`src/rtl/arb_pkg.sv`:
```
// arb_pkg: shared state encoding and width helper for the round-robin arbiter
package arb_pkg;

    typedef enum logic [1:0] {
        IDLE,
        GRANT,
        LOCK
    } state_e;

    function automatic int clog2(input int n);
        int r;
        r = 0;
        for (int i = 0; i < 32; i++) begin
            if ((1 << i) < n) r = i + 1;
        end
        return r;
    endfunction

endpackage

```
`src/rtl/arb_rr_pick.sv`:
```
// arb_rr_pick: first eligible channel at or after ptr, wrapping modulo NUM_REQ
module arb_rr_pick
    import arb_pkg::*;
#(
    parameter int NUM_REQ = 16,
    parameter int SEL_W   = clog2(NUM_REQ)
) (
    input  logic [NUM_REQ-1:0] eligible,
    input  logic [SEL_W-1:0]   ptr,
    output logic [SEL_W-1:0]   pick,
    output logic               found
);

    localparam logic [SEL_W:0] NR = (SEL_W + 1)'(NUM_REQ);

    logic [2*NUM_REQ-1:0] dbl;
    logic [NUM_REQ-1:0]   rot;
    logic [SEL_W-1:0]     off;
    logic [SEL_W:0]       sum;
    logic [SEL_W:0]       wrapped;

    // Rotate so ptr lands at bit 0, take the lowest set bit, then undo the rotation
    always_comb begin
        dbl     = {eligible, eligible} >> ptr;
        rot     = dbl[NUM_REQ-1:0];
        found   = |rot;
        off     = '0;
        for (int i = NUM_REQ - 1; i >= 0; i--) begin
            if (rot[i]) off = SEL_W'(i);
        end
        sum     = {1'b0, ptr} + {1'b0, off};
        wrapped = (sum >= NR) ? sum - NR : sum;
        pick    = wrapped[SEL_W-1:0];
    end

endmodule

```
`src/rtl/arb_rr_grant.sv`:
```
// arb_rr_grant: round-robin arbiter with registered grant, valid/ready handshake, mask and burst lock
module arb_rr_grant
    import arb_pkg::*;
#(
    parameter int NUM_REQ   = 16,
    parameter int SEL_W     = clog2(NUM_REQ),
    parameter int FIXED_PRI = 0
) (
    input  logic               clk,
    input  logic               rst,
    input  logic [NUM_REQ-1:0] req,
    input  logic [NUM_REQ-1:0] req_mask,
    input  logic               lock_en,
    input  logic               gnt_last,
    output logic               gnt_vld,
    input  logic               gnt_rdy,
    output logic [SEL_W-1:0]   gnt_sel,
    output logic [NUM_REQ-1:0] gnt_onehot
);

    localparam logic [SEL_W-1:0]   LAST = SEL_W'(NUM_REQ - 1);
    localparam logic [NUM_REQ-1:0] ONE  = NUM_REQ'(1);

    state_e           state_q, state_d;
    logic [SEL_W-1:0] gnt_sel_q, gnt_sel_d;
    logic             gnt_vld_q, gnt_vld_d;
    logic [SEL_W-1:0] ptr_q, ptr_d;

    logic [NUM_REQ-1:0] eligible;
    logic [SEL_W-1:0]   sel_inc;
    logic [SEL_W-1:0]   pick_ptr;
    logic [SEL_W-1:0]   pick;
    logic               found;
    logic               hs;

    // A single picker serves both the idle pick (from ptr) and the back-to-back re-pick (from sel+1)
    always_comb begin
        eligible = req & ~req_mask;
        hs       = gnt_vld_q & gnt_rdy;
        sel_inc  = (gnt_sel_q == LAST) ? '0 : gnt_sel_q + 1'b1;
        pick_ptr = (FIXED_PRI != 0) ? '0 : (state_q == IDLE) ? ptr_q : sel_inc;
    end

    arb_rr_pick #(
        .NUM_REQ(NUM_REQ),
        .SEL_W  (SEL_W)
    ) u_pick (
        .eligible(eligible),
        .ptr     (pick_ptr),
        .pick    (pick),
        .found   (found)
    );

    // Next-state: grants are sticky until handshake; a lock pins the channel until the last beat
    always_comb begin
        state_d   = state_q;
        gnt_sel_d = gnt_sel_q;
        gnt_vld_d = gnt_vld_q;
        ptr_d     = ptr_q;
        if (state_q == IDLE) begin
            if (found) begin
                gnt_sel_d = pick;
                gnt_vld_d = 1'b1;
                state_d   = GRANT;
            end
        end else if (hs) begin
            if (lock_en && !gnt_last) begin
                state_d = LOCK;
            end else begin
                ptr_d     = (FIXED_PRI != 0) ? '0 : sel_inc;
                gnt_sel_d = found ? pick : gnt_sel_q;
                gnt_vld_d = found;
                state_d   = found ? GRANT : IDLE;
            end
        end
    end

    // State and output registers; reset overrides any handshake or lock in flight
    always_ff @(posedge clk) begin
        if (rst) begin
            state_q   <= IDLE;
            gnt_sel_q <= '0;
            gnt_vld_q <= 1'b0;
            ptr_q     <= '0;
        end else begin
            state_q   <= state_d;
            gnt_sel_q <= gnt_sel_d;
            gnt_vld_q <= gnt_vld_d;
            ptr_q     <= ptr_d;
        end
    end

    assign gnt_vld    = gnt_vld_q;
    assign gnt_sel    = gnt_sel_q;
    assign gnt_onehot = gnt_vld_q ? (ONE << gnt_sel_q) : '0;

endmodule
```
`config.mk`:
```
export PLATFORM = sky130hd
export DESIGN_NAME = arb_rr_grant
export DESIGN_NICKNAME = d
export VERILOG_FILES = /design/src/rtl/arb_pkg.sv /design/src/rtl/arb_rr_pick.sv /design/src/rtl/arb_rr_grant.sv
export SDC_FILE = /design/constraint.sdc
export NUM_CORES = 1
export LEC_CHECK = 0
export ABC_AREA = 1
export CAP_MARGIN = 10
export CELL_PAD_IN_SITES_DETAIL_PLACEMENT = 1
export CELL_PAD_IN_SITES_GLOBAL_PLACEMENT = 2
export CORE_ASPECT_RATIO = 0.7
export CORE_MARGIN = 8
export CORE_UTILIZATION = 33
export CTS_BUF_LIST = sky130_fd_sc_hd__clkbuf_2
export CTS_CLUSTER_SIZE = 24
export DETAILED_ROUTE_END_ITERATION = 7
export GPL_ROUTABILITY_DRIVEN = 0
export GPL_TIMING_DRIVEN = 0
export PLACE_DENSITY_LB_ADDON = 0.1
export SYNTH_ARGS = -nofsm -noshare
export SYNTH_HDL_FRONTEND = slang
export SYNTH_HIERARCHICAL = 1
export SYNTH_SLANG_ARGS = --single-unit
export TNS_END_PERCENT = 5
```
`constraint.sdc`:
```
create_clock -name clk -period 11 [get_ports clk]
set_input_delay 3.3 -clock clk [delete_from_list [all_inputs] [get_ports clk]]
set_output_delay 3.3 -clock clk [all_outputs]
set_load 0.03 [all_outputs]
```
Word level (Yosys, flattened, before mapping)

Cells that the tools add are included.

Add/subtract/negate cells: 3
Magnitude comparators: 1
Equal/unequal tests: 3
Shift-type cells: 2
Muxes and demuxes: 33
Bitwise logic cells: 5
Reduce and logical (&&, ||, !) cells: 9

Operator list:

| operator                | number |
|---|---|
| $mux W32                | 7 |
| $mux W4                 | 16 |
| $add A32 B4 Y33         | 1 |
| $ge A33 B5 Y1 const B   | 1 |
| $add A32 B1 Y32 const B | 1 |
| $eq A32 B4 Y1 const B   | 1 |
| $shl A1 B32 Y16 const A | 1 |
| $shr A32 B32 Y16        | 1 |
| $sub A32 B5 Y32 const B | 1 |
| $and A16 B16 Y16        | 1 |
| $mux W16                | 1 |
| $not A16 Y16            | 1 |
| $reduce_or A16 Y1       | 1 |
| $mux W2                 | 4 |
| $reduce_and A3 Y1       | 2 |
| $mux W1                 | 5 |
| $ne A2 B2 Y1 const B    | 2 |
| $reduce_and A2 Y1       | 2 |
| $logic_not A2 Y1        | 1 |
| $not A1 Y1              | 2 |
| $reduce_bool A2 Y1      | 1 |
| $and A1 B1 Y1           | 1 |
| $logic_and A1 B1 Y1     | 1 |
| $logic_not A1 Y1        | 1 |

Register bits after elaboration: 67
Output and inout bits: 49
Logic and storage cells: 60

Longest topological paths before layout

Gate-level depths: netlist of run 1.

Depth after elaboration: 27
Gate-level depth with buffers: 64

Modules after synthesis

The synthesis of run 1 kept the hierarchy.

By module, submodules not included:

| module       | instances | cells an instance | area each (um^2) |
|---|---|---|---|
| arb_rr_grant | 1         | 641               | 4071.4 |
| arb_rr_pick  | 1         | 646               | 3259.4 |

Worst setup path after synthesis of run 1

Ideal clock, no wire load.

Path kind: input to register
Start point: in req[7]
End point: reg gnt_sel_q[19], in the netlist gnt_sel[19]
Library setup time: 128 ps
Arrival: 7545 ps
Setup slack: 3327 ps
Stages: 46
Buffers on the path: 1
Cell sequence: inv_1 > nor2_1 > inv_1 > nor2_1 > nor2_1 > o21ai_0 > nand3_1 > nand3_1 > nand3_1 > nand2_1 > nand2_1 > nand2_1 > nand2_1 > nand2_1 > nand2_1 > nand2_1 > nand2_1 > nand2_1 > [... 10 more ...] > inv_2 > nor2_4 > nand2_2 > nor2_4 > nand4_2 > nor2_4 > nand3_2 > nor2_4 > nand3_1 > xor2_1 > nand2_1 > nor3_2 > nand2_2 > inv_2 > buf_6 > a21oi_2 > o21ai_0 > a21oi_1

Longest elaborated chain between the ends: 25
Elaborated cells on any way between the ends: 27
Classes of those cells: add/sub: 2; order compare: 1; shift: 1; mux: 21; bitwise: 1; reduce/logical: 1

RTL lines:

| element                                          | line                                   | RTL |
|---|---|---|
| start: declaration                               | arb_rr_grant.sv:11                     | `input logic [NUM_REQ-1:0] req,` |
| $and A16 B16 Y16 *                               | arb_rr_grant.sv:38                     | `eligible = req & ~req_mask;` |
| via eligible[7]                                  | arb_rr_grant.sv:29                     | `logic [NUM_REQ-1:0] eligible;` |
| $shr A32 B32 Y16 *                               | arb_rr_pick.sv:24                      | `dbl = {eligible, eligible} >> ptr;` |
| $mux W4 (15 in series)                           | arb_rr_pick.sv:29                      | `if (rot[i]) off = SEL_W'(i);` |
| $mux W4 *                                        | arb_rr_pick.sv:29                      |  |
| $add A32 B4 Y33 *                                | arb_rr_pick.sv:31                      | `sum = {1'b0, ptr} + {1'b0, off};` |
| $sub A32 B5 Y32 or $ge A33 B5 Y1 (tied branches) | arb_rr_pick.sv:32                      | `wrapped = (sum >= NR) ? sum - NR : sum;` |
| $mux W32 *                                       | arb_rr_pick.sv:32                      |  |
| via pick[19]                                     | arb_rr_grant.sv:32                     | `logic [SEL_W-1:0] pick;` |
| $mux W32 *                                       | arb_rr_grant.sv:61, arb_rr_grant.sv:71 |  |
| $mux W32                                         | arb_rr_grant.sv:67                     | `if (lock_en && !gnt_last) begin` |
| $mux W32                                         | arb_rr_grant.sv:66                     | `end else if (hs) begin` |
| $mux W32 *                                       | arb_rr_grant.sv:60                     | `if (state_q == IDLE) begin` |
| end signal: assignment                           | arb_rr_grant.sv:87                     | `gnt_sel_q <= gnt_sel_d;` |
| end: declaration                                 | arb_rr_grant.sv:25                     | `logic [SEL_W-1:0] gnt_sel_q, gnt_sel_d;` |

The timed path passes the listed nets; every way through them passes the cells marked *. The select of a mux whose other input is x is not followed.
A chain may end at the register's enable or synchronous reset.

Worst setup path in the final report of run 1

Start point: in req[7]
End point: reg gnt_sel_q[20], in the netlist gnt_sel[20]

The elaborated chain is that of the path after synthesis.

==> results.md, run 1 <==
### Placed design
* **placement-stage cell area** 8530 um^2
* **count of input and output buffers** 85
* **number of placed instances, taps included** 1654
* **Placement Setup Slack** 1.20 ns
* **HPWL after detailed placement** 25700 um

### Finish
* **register cell area after layout** 1340 um^2
* **Filler cells** 3023
* **post-layout instance count excluding filler cells** 1671
* **area of combinational cells with multiple inputs** 5280 um^2
* **fraction of layout cells with a size suffix above 1** 9.73%
* **post-layout net count** 1428
* **fraction of the core area covered by cells at the end of the flow** 39.9%
* **Synth-to-Final Area Change** 18.3%
* **Finished Cell Area** 8670 um^2

### Clock tree
* **Setup Buffers After CTS** 0
* **clock insertion delay at the later pin of the skew report** 0.54 ns
* **clock sink total** 67
* **buffer depth of the longest clock path** 2
* **clock-pin slew on the worst setup and hold paths** 0.21 ns
* **cts-stage hold buffer count** 0
* **Resize count post-CTS** 0
* **H-tree depth** 3
* **total clock buffers created by CTS** 9
* **clock tree from TritonCTS** done
* **Clock Tree Root** sky130_fd_sc_hd__clkbuf_2

### Floorplanning
* **Die X** 194 um
* **number of cell rows** 45
* **Total Die Area** 27300 um^2
* **floorplan core area** 21700 um^2
* **starting utilization of the core area** 33.7%
* **num ports** 86
* **Vert. Die Dim** 141 um

### STA
* **number of pins exceeding their max-slew limit in the final report** 0
* **Worst Slack Setup Final** 1.78 ns
* **Fin. Hold Viols** 0
* **post-route clock skew** 0.0340 ns
* **RSZ-0062 raised after global routing** no
* **number of setup violations in the final report** 0
* **sum of negative setup slack** 0 ns
* **headroom to the max-slew limit** 20.5%
* **fmax** 108 MHz
* **worst-margin pin slew** 1.18 ns
* **post-route worst hold slack** 0.539 ns
* **fin crit period** 9.22 ns
* **fin crit share** 83.8%

### Route
* **vias per cell** 5.20
* **detailed-route wire length** 30400 um
* **post-detailed-route DRC marker count** 0
* **Initial DRC Count** 806
* **TritonRoute pass-1 iters** 5
* **post-DR wirelength/cell** 18.2 um
* **remaining antenna violation count after routing** 0
* **via total after detailed routing** 8689

### Outcome
* **result of the run** finished clean

### Power
* **power per standard cell area** 293 nW/um^2
* **maximum vdd ir drop** 0.000129 V
* **total chip power** 2.54 mW
* **leakage** 3.79 nW

### Worst setup path
* **Max FO, Critical Path** 10
* **startpoint type of the worst setup path** input pin
* **critical path type** in -> reg
* **worst reg-to-reg path cell count** 54
* **Worst EP required** 11.42 ns
* **crit end category** flip-flop
* **Slowest cell on crit path** sky130_fd_sc_hd__clkdlybuf4s50_1
* **signal arrival time at the worst endpoint** 9.64 ns
* **peak per-stage delay on the critical path** 0.45 ns
* **cell mode on critical path** sky130_fd_sc_hd__nand2_1

### GRT
* **total overflow reported by the global router** 0
* **maximum number of pins on one net before global-route repair** 13
* **via count of the first global-routing pass** 8367
* **first-pass GRT wire length** 48100 um
* **number of antenna violations at the first check in global routing** 2
* **total routing resource utilization after global routing** 22.1%

### Synth
* **average instance area after synthesis** 5.70 um^2
* **Yosys top cell by area** sky130_fd_sc_hd__dfxtp_1
* **cell count after synthesis** 1287
* **total of warnings raised by yosys** 6
* **dominant cells by area after synthesis** sky130_fd_sc_hd__dfxtp_1 (18%), sky130_fd_sc_hd__nand2_1 (18%), sky130_fd_sc_hd__nor2_1 (9.4%)
* **most frequently used flop master after synthesis** sky130_fd_sc_hd__dfxtp_1
* **total nets after synthesis** 1332
* **netlist area before placement** 7330 um^2
* **Post-synth EDFFs** 0
* **post-synthesis cell type count** 54
* **post-synthesis sequential area ratio** 18.3%
* **async set or reset register ratio after synthesis** 0%
* **number of flip-flops and latches in the synthesized netlist** 67
* **post-synth top area share** 18.3%

### Worst hold path
* **number of stages on the worst hold path** 2
* **class of the worst hold path** reg -> reg

### Run
* **number of maximum-capacitance violations** 0

state kept, by name, summed over array words and instances, names as in the netlist:
register  cells
state_q       2
ptr_q        32
gnt_vld       1
gnt_sel      32
critical path, delay by kind of cell:
kind / cells / cell delay, ns
xor+xnor: 1 / 0.36
simple gates: 33 / 3.65
compound gates: 5 / 0.92
fa+ha+maj: 2 / 0.44
buf+inv: 6 / 0.96
power breakdown:
part / internal [mW] / total [mW] / switching (mW)
clock: 0.0743 / 0.176 / 0.101
combinational: 0.597 / 1.95 / 1.36
sequential: 0.307 / 0.414 / 0.107
synthesized netlist by cell type, types with 8 or more instances:
library cell               number
sky130_fd_sc_hd__clkbuf_1      28
sky130_fd_sc_hd__a21oi_2       10
sky130_fd_sc_hd__inv_1        125
sky130_fd_sc_hd__nand2_1      342
sky130_fd_sc_hd__or2_2          9
sky130_fd_sc_hd__o21ai_0      104
sky130_fd_sc_hd__xor2_1        43
sky130_fd_sc_hd__o21ai_1       12
sky130_fd_sc_hd__nand3_1      113
sky130_fd_sc_hd__buf_2         12
sky130_fd_sc_hd__nand2_2       21
sky130_fd_sc_hd__nand4_1       16
sky130_fd_sc_hd__inv_2          9
sky130_fd_sc_hd__xnor2_1        8
sky130_fd_sc_hd__dfxtp_1       67
sky130_fd_sc_hd__nor3_1        15
sky130_fd_sc_hd__nor2_1       184
sky130_fd_sc_hd__nor2_2        17
sky130_fd_sc_hd__nor2_4        16
sky130_fd_sc_hd__a21oi_1       73
routing by layer:
metal  global-route usage, %  part of all wire, %  vias to the layer above
li1                        -                    -                     4307
met2                    27.7                   35                      243
met5                       0                    0                        -
met1                    37.1                   58                     4124
met3                    3.40                  6.1                       15
met4                    3.37                 0.88                        0
logic make-up after synthesis:
logic type                 Yosys count  share of synthesized area, %
AOI/OAI and AO/OA                  216                          16.1
DFF                                 67                          18.3
and+or+nand+nor                    761                          47.6
adders and majority gates            8                          1.47
buffers and inverters              181                          9.63
xor gates and xnor gates            54                          6.91
layout by cell type (no fill, tap or decap), types with 3 or more instances in the layout:
cell	count
sky130_fd_sc_hd__or2_2	9
sky130_fd_sc_hd__xor2_1	43
sky130_fd_sc_hd__o21ai_1	12
sky130_fd_sc_hd__nand4_1	16
sky130_fd_sc_hd__clkbuf_2	9
sky130_fd_sc_hd__nor2_1	184
sky130_fd_sc_hd__clkbuf_1	28
sky130_fd_sc_hd__nor4_1	4
sky130_fd_sc_hd__dfxtp_1	67
sky130_fd_sc_hd__nand2_1	342
sky130_fd_sc_hd__nor3_1	15
sky130_fd_sc_hd__nand2_4	3
sky130_fd_sc_hd__o21ai_2	5
sky130_fd_sc_hd__inv_2	9
sky130_fd_sc_hd__a21oi_1	73
sky130_fd_sc_hd__clkdlybuf4s50_1	85
sky130_fd_sc_hd__and2_1	3
sky130_fd_sc_hd__nor2_4	16
sky130_fd_sc_hd__o21ai_0	104
sky130_fd_sc_hd__ha_1	7
sky130_fd_sc_hd__nand3b_1	3
sky130_fd_sc_hd__nand2_2	21
sky130_fd_sc_hd__nor2_8	3
sky130_fd_sc_hd__buf_2	12
sky130_fd_sc_hd__nor2_2	17
sky130_fd_sc_hd__clkinv_1	5
sky130_fd_sc_hd__inv_1	125
sky130_fd_sc_hd__nand3_1	113
sky130_fd_sc_hd__xnor2_1	8
sky130_fd_sc_hd__a21oi_2	10
area by class of cell:
cell class / instances / area share, %
clock inverters: 7 / 1.05
repair buffers: 85 / 9.81
inverters: 137 / 5.93
multi-input cells: 1039 / 60.9
plain buffers: 44 / 2.21
clock buffers: 9 / 0.519
flip-flops and latches: 67 / 15.5
diodes: 1 / 0.0289
well taps: 282 / 4.07
worst paths after layout:
| path | endpoint | slack [ns] | from |
|---|---|---|---|
| setup / recovery | gnt_sel[20]$_SDFFE_PP0P_ | 1.78 | req[7] |
| hold / removal | state_q[0]$_SDFFE_PP0P_ | 0.54 | state_q[0]$_SDFFE_PP0P_ |
| setup reg to reg | gnt_sel[20]$_SDFFE_PP0P_ | 2.32 | gnt_sel[0]$_SDFFE_PP0P_ |
| hold reg to reg | state_q[0]$_SDFFE_PP0P_ | 0.54 | state_q[0]$_SDFFE_PP0P_ |
(Power assumes the default switching activity.)
==> run 2: changes to the inputs <==
--- a/config.mk
+++ b/config.mk
@@ -11,7 +11,7 @@
 export CELL_PAD_IN_SITES_GLOBAL_PLACEMENT = 2
 export CORE_ASPECT_RATIO = 0.7
 export CORE_MARGIN = 8
-export CORE_UTILIZATION = 33
+export CORE_UTILIZATION = 27
 export CTS_BUF_LIST = sky130_fd_sc_hd__clkbuf_2
 export CTS_CLUSTER_SIZE = 24
 export DETAILED_ROUTE_END_ITERATION = 7
==> constraint.sdc (replaced) <==
create_clock -name clk -period 7.8 [get_ports clk]
set_input_delay 2.34 -clock clk [delete_from_list [all_inputs] [get_ports clk]]
set_output_delay 2.34 -clock clk [all_outputs]
set_load 0.03 [all_outputs]
==> run 2 against run 1 <==
Register-to-register slack got worse by 2.0 ns. Highest routed layer unchanged. Critical endpoint is now gnt_sel[9]$_SDFFE_PP0P_. Die area up 20%. Core utilization down 1.2 points. Largest cell class unchanged. Combinational power up 75%.
==> results.md, run 2 (same netlist as run 1, synthesis figures left out) <==
### STA
* **fmax** 132 MHz
* **fin crit period** 7.58 ns
* **worst-margin pin slew** 1.24 ns, was 1.18 ns
* **number of setup violations in the final report** 0, unchanged
* **post-route worst hold slack** 0.525 ns, was 0.539 ns
* **headroom to the max-slew limit** 16.9%, was 20.5%
* **fin crit share** 97.2%
* **number of pins exceeding their max-slew limit in the final report** 0, unchanged
* **RSZ-0062 raised after global routing** yes, was no
* **Fin. Hold Viols** 0, unchanged
* **Worst Slack Setup Final** 0.217 ns, was 1.78 ns
* **post-route clock skew** 0.0366 ns, was 0.0340 ns

### Clock tree
* **clock-pin slew on the worst setup and hold paths** 0.21 ns, about the same
* **total clock buffers created by CTS** 9, unchanged
* **clock insertion delay at the later pin of the skew report** 0.58 ns, was 0.54 ns
* **clock tree from TritonCTS** done, unchanged
* **cts-stage hold buffer count** 0, unchanged
* **H-tree depth** 3, unchanged
* **Clock Tree Root** sky130_fd_sc_hd__clkbuf_2, unchanged
* **clock sink total** 67, unchanged
* **buffer depth of the longest clock path** 2, unchanged

### Placed design
* **Placement Setup Slack** -1.20 ns, was 1.20 ns
* **count of input and output buffers** 85, unchanged
* **HPWL after detailed placement** 28000 um, was 25700 um

### Route
* **TritonRoute pass-1 iters** 5, unchanged
* **post-detailed-route DRC marker count** 0, unchanged
* **remaining antenna violation count after routing** 0, unchanged
* **Initial DRC Count** 476, was 806
* **detailed-route wire length** 34800 um, was 30400 um
* **vias per cell** 4.92, was 5.20
* **post-DR wirelength/cell** 19.2 um, was 18.2 um
* **via total after detailed routing** 8903, was 8689

### Worst setup path
* **cell mode on critical path** sky130_fd_sc_hd__nand2_1, unchanged
* **peak per-stage delay on the critical path** 0.46 ns, was 0.45 ns
* **Register-to-Register Setup Slack** 0.30 ns, was 2.32 ns
* **startpoint type of the worst setup path** input pin, unchanged
* **crit end category** flip-flop, unchanged
* **FF-to-FF Start** gnt_sel[1]$_SDFFE_PP0P_, was gnt_sel[0]$_SDFFE_PP0P_
* **signal arrival time at the worst endpoint** 8.09 ns, was 9.64 ns
* **worst reg-to-reg path cell count** 60, was 54
* **Slowest cell on crit path** sky130_fd_sc_hd__clkdlybuf4s50_1, unchanged
* **reg2reg end** gnt_sel[9]$_SDFFE_PP0P_, was gnt_sel[20]$_SDFFE_PP0P_
* **Worst EP required** 8.30 ns, was 11.42 ns
* **Worst setup endpoint** gnt_sel[9]$_SDFFE_PP0P_, was gnt_sel[20]$_SDFFE_PP0P_
* **critical path type** in -> reg, unchanged
* **Max FO, Critical Path** 8, was 10
* **crit path launch** req[14], was req[7]

### GRT
* **via count of the first global-routing pass** 8449, was 8367
* **first-pass GRT wire length** 51000 um, was 48100 um
* **maximum number of pins on one net before global-route repair** 14, was 13
* **total overflow reported by the global router** 0, unchanged
* **total routing resource utilization after global routing** 20.1%, was 22.1%
* **number of antenna violations at the first check in global routing** 2, unchanged

### Floorplanning
* **number of cell rows** 50, was 45
* **Die X** 213 um, was 194 um
* **floorplan core area** 26700 um^2, was 21700 um^2
* **num ports** 86, unchanged
* **Total Die Area** 32800 um^2, was 27300 um^2
* **Vert. Die Dim** 154 um, was 141 um
* **starting utilization of the core area** 27.4%, was 33.7%

### Finish
* **fraction of layout cells with a size suffix above 1** 26.1%, was 9.73%
* **most common cell after layout, fill and taps aside** sky130_fd_sc_hd__nand2_1, unchanged
* **Synth-to-Final Area Change** 41.0%, was 18.3%
* **Filler cells** 3503, was 3023
* **post-layout net count** 1484, was 1428
* **commonest non-fill, non-tap cells in the layout** sky130_fd_sc_hd__nand2_1 (304), sky130_fd_sc_hd__nor2_1 (157), sky130_fd_sc_hd__inv_1 (119), was sky130_fd_sc_hd__nand2_1 (342), sky130_fd_sc_hd__nor2_1 (184), sky130_fd_sc_hd__inv_1 (125)

### Power
* **leakage** 4.33 nW, was 3.79 nW
* **maximum vdd ir drop** 0.000165 V, was 0.000129 V
* **power per standard cell area** 414 nW/um^2, was 293 nW/um^2
* **total chip power** 4.28 mW, was 2.54 mW

### Worst hold path
* **class of the worst hold path** reg -> reg, unchanged

### Run
* **number of maximum-capacitance violations** 0, unchanged

### Outcome
* **result of the run** finished clean, unchanged

-- run 2: per-stage QoR --
step                      setup TNS [ns]  area (um^2)  utilization, %  cells
after floorplan                        0         7330               -   1287
final                                  0        10300            38.7   1810
after detailed placement          -28.53         8640            32.4   1737
after global placement            -26.63         8640            32.3   1736
after global routing               -4.69        10300            38.7   1810
after CTS                        -0.0111         9090            34.0   1765
-- run 2: what timing repair did --
action                                  in CTS  in global routing
resized for setup                           66                261
endpoints found under the setup margin      28                 28
pin swaps                                    7                 87
gates cloned                                 0                  3
setup buffers                               12                 40
-- run 2: how the worst min path moves through the flow --
stage,startpoint,end,cells past startpoint
CTS,state_q[0]$_SDFFE_PP0P_,state_q[0]$_SDFFE_PP0P_,2
detailed placement,state_q[0]$_SDFFE_PP0P_,state_q[0]$_SDFFE_PP0P_,2
floorplan,state_q[0]$_SDFFE_PP0P_,state_q[0]$_SDFFE_PP0P_,2
finish,state_q[0]$_SDFFE_PP0P_,state_q[0]$_SDFFE_PP0P_,2
global route,state_q[0]$_SDFFE_PP0P_,state_q[0]$_SDFFE_PP0P_,2
global placement,state_q[0]$_SDFFE_PP0P_,state_q[0]$_SDFFE_PP0P_,2
-- run 2: per-layer routing --
| layer | routed length [um] | up-vias | track usage (%) |
|---|---|---|---|
| met2 | 13400 | 146 | 26.1 |
| met3 | 1340 | 8 | 2.34 |
| met5 | 0 | - | 0 |
| met1 | 19800 | 4304 | 34.0 |
| li1 | - | 4445 | - |
| met4 | 143 | 0 | 2.43 |
-- run 2: worst max-delay path, delay by kind of cell --
family,cells,cell delay (ns)
AND/OR/NAND/NOR,35,3.49
buffers and inverters,6,0.91
AO/OA/AOI/OAI,4,0.74
XOR/XNOR,1,0.18
adder cells (fa/ha/maj),2,0.42
-- run 2: cell type report --
| cell class | count | area, um^2 | area share [%] |
|---|---|---|---|
| repair buffers | 141 | 1340 | 13.0 |
| flip-flops and latches | 67 | 1410 | 13.6 |
| clock buffers | 9 | 45.0 | 0.436 |
| plain buffers | 44 | 239 | 2.31 |
| multi-input cells | 1039 | 6230 | 60.2 |
| diodes | 2 | 5.00 | 0.0484 |
| inverters | 137 | 522 | 5.05 |
| well taps | 364 | 455 | 4.41 |
| clock inverters | 7 | 98.8 | 0.956 |
-- run 2: report_power, final --
| group | total, mW | leakage [nW] | internal, mW | switching (mW) |
|---|---|---|---|---|
| Sequential | 0.609 | 0.562 | 0.455 | 0.154 |
| Combinational | 3.41 | 3.69 | 1.15 | 2.25 |
| Clock | 0.264 | 0.0833 | 0.109 | 0.156 |
| Total | 4.28 | 4.33 | 1.72 | 2.56 |
==> run 3: changes to the inputs <==
--- a/config.mk
+++ b/config.mk
@@ -11,10 +11,11 @@
 export CELL_PAD_IN_SITES_GLOBAL_PLACEMENT = 2
 export CORE_ASPECT_RATIO = 0.7
 export CORE_MARGIN = 8
-export CORE_UTILIZATION = 27
+export CORE_UTILIZATION = 31
 export CTS_BUF_LIST = sky130_fd_sc_hd__clkbuf_2
 export CTS_CLUSTER_SIZE = 24
 export DETAILED_ROUTE_END_ITERATION = 7
+export DONT_BUFFER_PORTS = 1
 export GPL_ROUTABILITY_DRIVEN = 0
 export GPL_TIMING_DRIVEN = 0
 export PLACE_DENSITY_LB_ADDON = 0.1
==> run 3 against run 2 <==
Fmax fell by 0.63%. Count of clock-buffer cells in the layout rose by 1. Clock power fell by 6%. Highest routed layer unchanged.
==> results.md, run 3 (same netlist as run 1, synthesis figures left out) <==
### Outcome
* **result of the run** finished clean, unchanged

### Clock tree
* **clock insertion delay at the later pin of the skew report** 0.58 ns, about the same
* **cts-stage hold buffer count** 0, unchanged
* **Clock Tree Root** sky130_fd_sc_hd__clkbuf_2, unchanged
* **clock tree from TritonCTS** done, unchanged
* **H-tree depth** 3, unchanged
* **clock-pin slew on the worst setup and hold paths** 0.23 ns, was 0.21 ns
* **total clock buffers created by CTS** 9, unchanged
* **buffer depth of the longest clock path** 2, unchanged
* **clock sink total** 67, unchanged

### STA
* **RSZ-0062 raised after global routing** yes, unchanged
* **Worst Slack Setup Final** 0.169 ns, was 0.217 ns
* **post-route clock skew** 0.0458 ns, was 0.0366 ns
* **fin crit period** 7.63 ns, was 7.58 ns
* **sum of negative setup slack** 0 ns, unchanged
* **fin crit share** 97.8%, was 97.2%
* **number of pins exceeding their max-slew limit in the final report** 0, unchanged
* **Fin. Hold Viols** 0, unchanged
* **number of setup violations in the final report** 0, unchanged
* **headroom to the max-slew limit** 28.4%, was 16.9%
* **fmax** 131 MHz, was 132 MHz
* **worst-margin pin slew** 1.06 ns, was 1.24 ns

### Finish
* **post-layout net count** 1370, was 1484
* **fraction of layout cells with a size suffix above 1** 21.8%, was 26.1%
* **most common cell after layout, fill and taps aside** sky130_fd_sc_hd__nand2_1, unchanged
* **post-layout instance count excluding filler cells** 1649, was 1810
* **Synth-to-Final Area Change** 20.1%, was 41.0%
* **Finished Cell Area** 8800 um^2, was 10300 um^2
* **commonest non-fill, non-tap cells in the layout** sky130_fd_sc_hd__nand2_1 (322), sky130_fd_sc_hd__nor2_1 (170), sky130_fd_sc_hd__inv_1 (124), was sky130_fd_sc_hd__nand2_1 (304), sky130_fd_sc_hd__nor2_1 (157), sky130_fd_sc_hd__inv_1 (119)

### Placed design
* **HPWL after detailed placement** 26900 um, was 28000 um
* **placement-stage cell area** 7740 um^2, was 8640 um^2
* **count of input and output buffers** 0, was 85
* **Placement Setup Slack** -1.28 ns, was -1.20 ns
* **number of placed instances, taps included** 1606, was 1737

### Floorplanning
* **Die X** 200 um, was 213 um
* **Total Die Area** 28900 um^2, was 32800 um^2
* **starting utilization of the core area** 31.3%, was 27.4%
* **Vert. Die Dim** 145 um, was 154 um
* **number of cell rows** 47, was 50
* **floorplan core area** 23400 um^2, was 26700 um^2
* **num ports** 86, unchanged

### Worst setup path
* **peak per-stage delay on the critical path** 0.44 ns, was 0.46 ns
* **startpoint type of the worst setup path** flip-flop, was input pin
* **Worst EP required** 8.33 ns, was 8.30 ns
* **cell mode on critical path** sky130_fd_sc_hd__nor2_4, was sky130_fd_sc_hd__nand2_1
* **Register-to-Register Setup Slack** 0.17 ns, was 0.30 ns
* **critical path type** reg -> reg, was in -> reg
* **crit end category** flip-flop, unchanged
* **Max FO, Critical Path** 10, was 8
* **signal arrival time at the worst endpoint** 8.16 ns, was 8.09 ns
* **Slowest cell on crit path** sky130_fd_sc_hd__dfxtp_4, was sky130_fd_sc_hd__clkdlybuf4s50_1

### Route
* **remaining antenna violation count after routing** 0, unchanged
* **post-DR wirelength/cell** 20.1 um, was 19.2 um
* **Initial DRC Count** 713, was 476
* **detailed-route wire length** 33100 um, was 34800 um
* **post-detailed-route DRC marker count** 0, unchanged
* **via total after detailed routing** 8502, was 8903
* **vias per cell** 5.16, was 4.92
* **TritonRoute pass-1 iters** 5, unchanged

### Power
* **clock share of power** 6.4%, was 6.2%
* **net switching component of the power** 2.42 mW, was 2.56 mW
* **Logic pwr share** 73.9%, was 79.6%
* **maximum vdd ir drop** 0.000150 V, was 0.000165 V
* **net switching fraction of the power** 62.1%, was 59.9%
* **Internal Power** 1.48 mW, was 1.72 mW
* **power per standard cell area** 443 nW/um^2, was 414 nW/um^2
* **sequential cell fraction of total power** 19.7%, was 14.2%
* **total chip power** 3.90 mW, was 4.28 mW
* **leakage** 3.77 nW, was 4.33 nW

### GRT
* **via count of the first global-routing pass** 8131, was 8449
* **total overflow reported by the global router** 0, unchanged
* **number of antenna violations at the first check in global routing** 1, was 2
* **maximum number of pins on one net before global-route repair** 12, was 14
* **total routing resource utilization after global routing** 22.5%, was 20.1%
* **first-pass GRT wire length** 49500 um, was 51000 um

### Run
* **number of maximum-capacitance violations** 0, unchanged

### Worst hold path
* **class of the worst hold path** reg -> reg, unchanged

==> run 3: cell types whose count changed in the layout (fill, tap and decap cells not counted), moves of 9 or more <==
cell	before	now
sky130_fd_sc_hd__dfxtp_4	13	22
sky130_fd_sc_hd__nor2_2	34	23
sky130_fd_sc_hd__nand2_1	304	322
sky130_fd_sc_hd__clkdlybuf4s50_1	85	0
sky130_fd_sc_hd__nand2_2	48	39
sky130_fd_sc_hd__nor2_1	157	170
sky130_fd_sc_hd__nand3_1	91	100
sky130_fd_sc_hd__buf_4	46	22
sky130_fd_sc_hd__o21ai_4	13	4
==> run 3: worst max-delay path, delay by kind of cell (launching register included) <==
kind | cells | cell delay (ns)
adders and majority gates | 1 | 0.27
xor gates and xnor gates | 1 | 0.26
and+or+nand+nor | 38 | 4.98
buffers and inverters | 6 | 0.81
AOI/OAI and AO/OA | 6 | 0.83
DFF | 1 | 0.44
==> run 3: repair_timing <==
action	in CTS	in global routing
cloned	0	3
endpoints found under the hold margin	0	0
setup buffers	8	14
pin swaps	8	31
endpoints found under the setup margin	28	28
resized for setup	79	161
==> run 3: power groups by stage <==
stage	combinational (mW)	sequential, mW	clock, mW
final	2.88	0.768	0.249
after global routing	3.16	0.791	0.270
after CTS	2.56	0.750	0.258
after detailed placement	2.47	0.741	0
after global placement	2.44	0.738	0
after floorplan	1.67	0.674	0
==> run 3: final timing paths <==
check,from,to,cells after the start
max reg2reg,gnt_sel[2]$_SDFFE_PP0P_,gnt_sel[20]$_SDFFE_PP0P_,52
min,state_q[0]$_SDFFE_PP0P_,state_q[0]$_SDFFE_PP0P_,2
max,gnt_sel[2]$_SDFFE_PP0P_,gnt_sel[20]$_SDFFE_PP0P_,52
min reg2reg,state_q[0]$_SDFFE_PP0P_,state_q[0]$_SDFFE_PP0P_,2
==> run 3: per-stage QoR <==
| stage | hold WS (ns) | utilization (%) |
|---|---|---|
| after global routing | 0.545 | 37.6 |
| after global placement | 0.482 | 33.0 |
| final | 0.519 | 37.6 |
| after CTS | 0.517 | 34.8 |
| after floorplan | 0.471 | - |
| after detailed placement | 0.492 | 33.1 |
==> run 3: routing by layer <==
layer	track usage (%)	up-vias	part of all wire [%]	wire (um)
met5	0	-	0	0
li1	-	4213	-	-
met1	37.3	4086	56	18500
met4	3.82	0	0.74	246
met2	29.5	188	38	12500
met3	2.77	15	5.7	1900
==> run 3: area by class of cell <==
class	count	area, um^2
fill	3113	14600
multi-input combinational	1039	5840
sequential	67	1430
inverter	137	522
tap	318	398
timing repair buffer	27	254
buffer	44	224
clock inverter	6	80.1
clock buffer	10	50.0
antenna	1	2.50
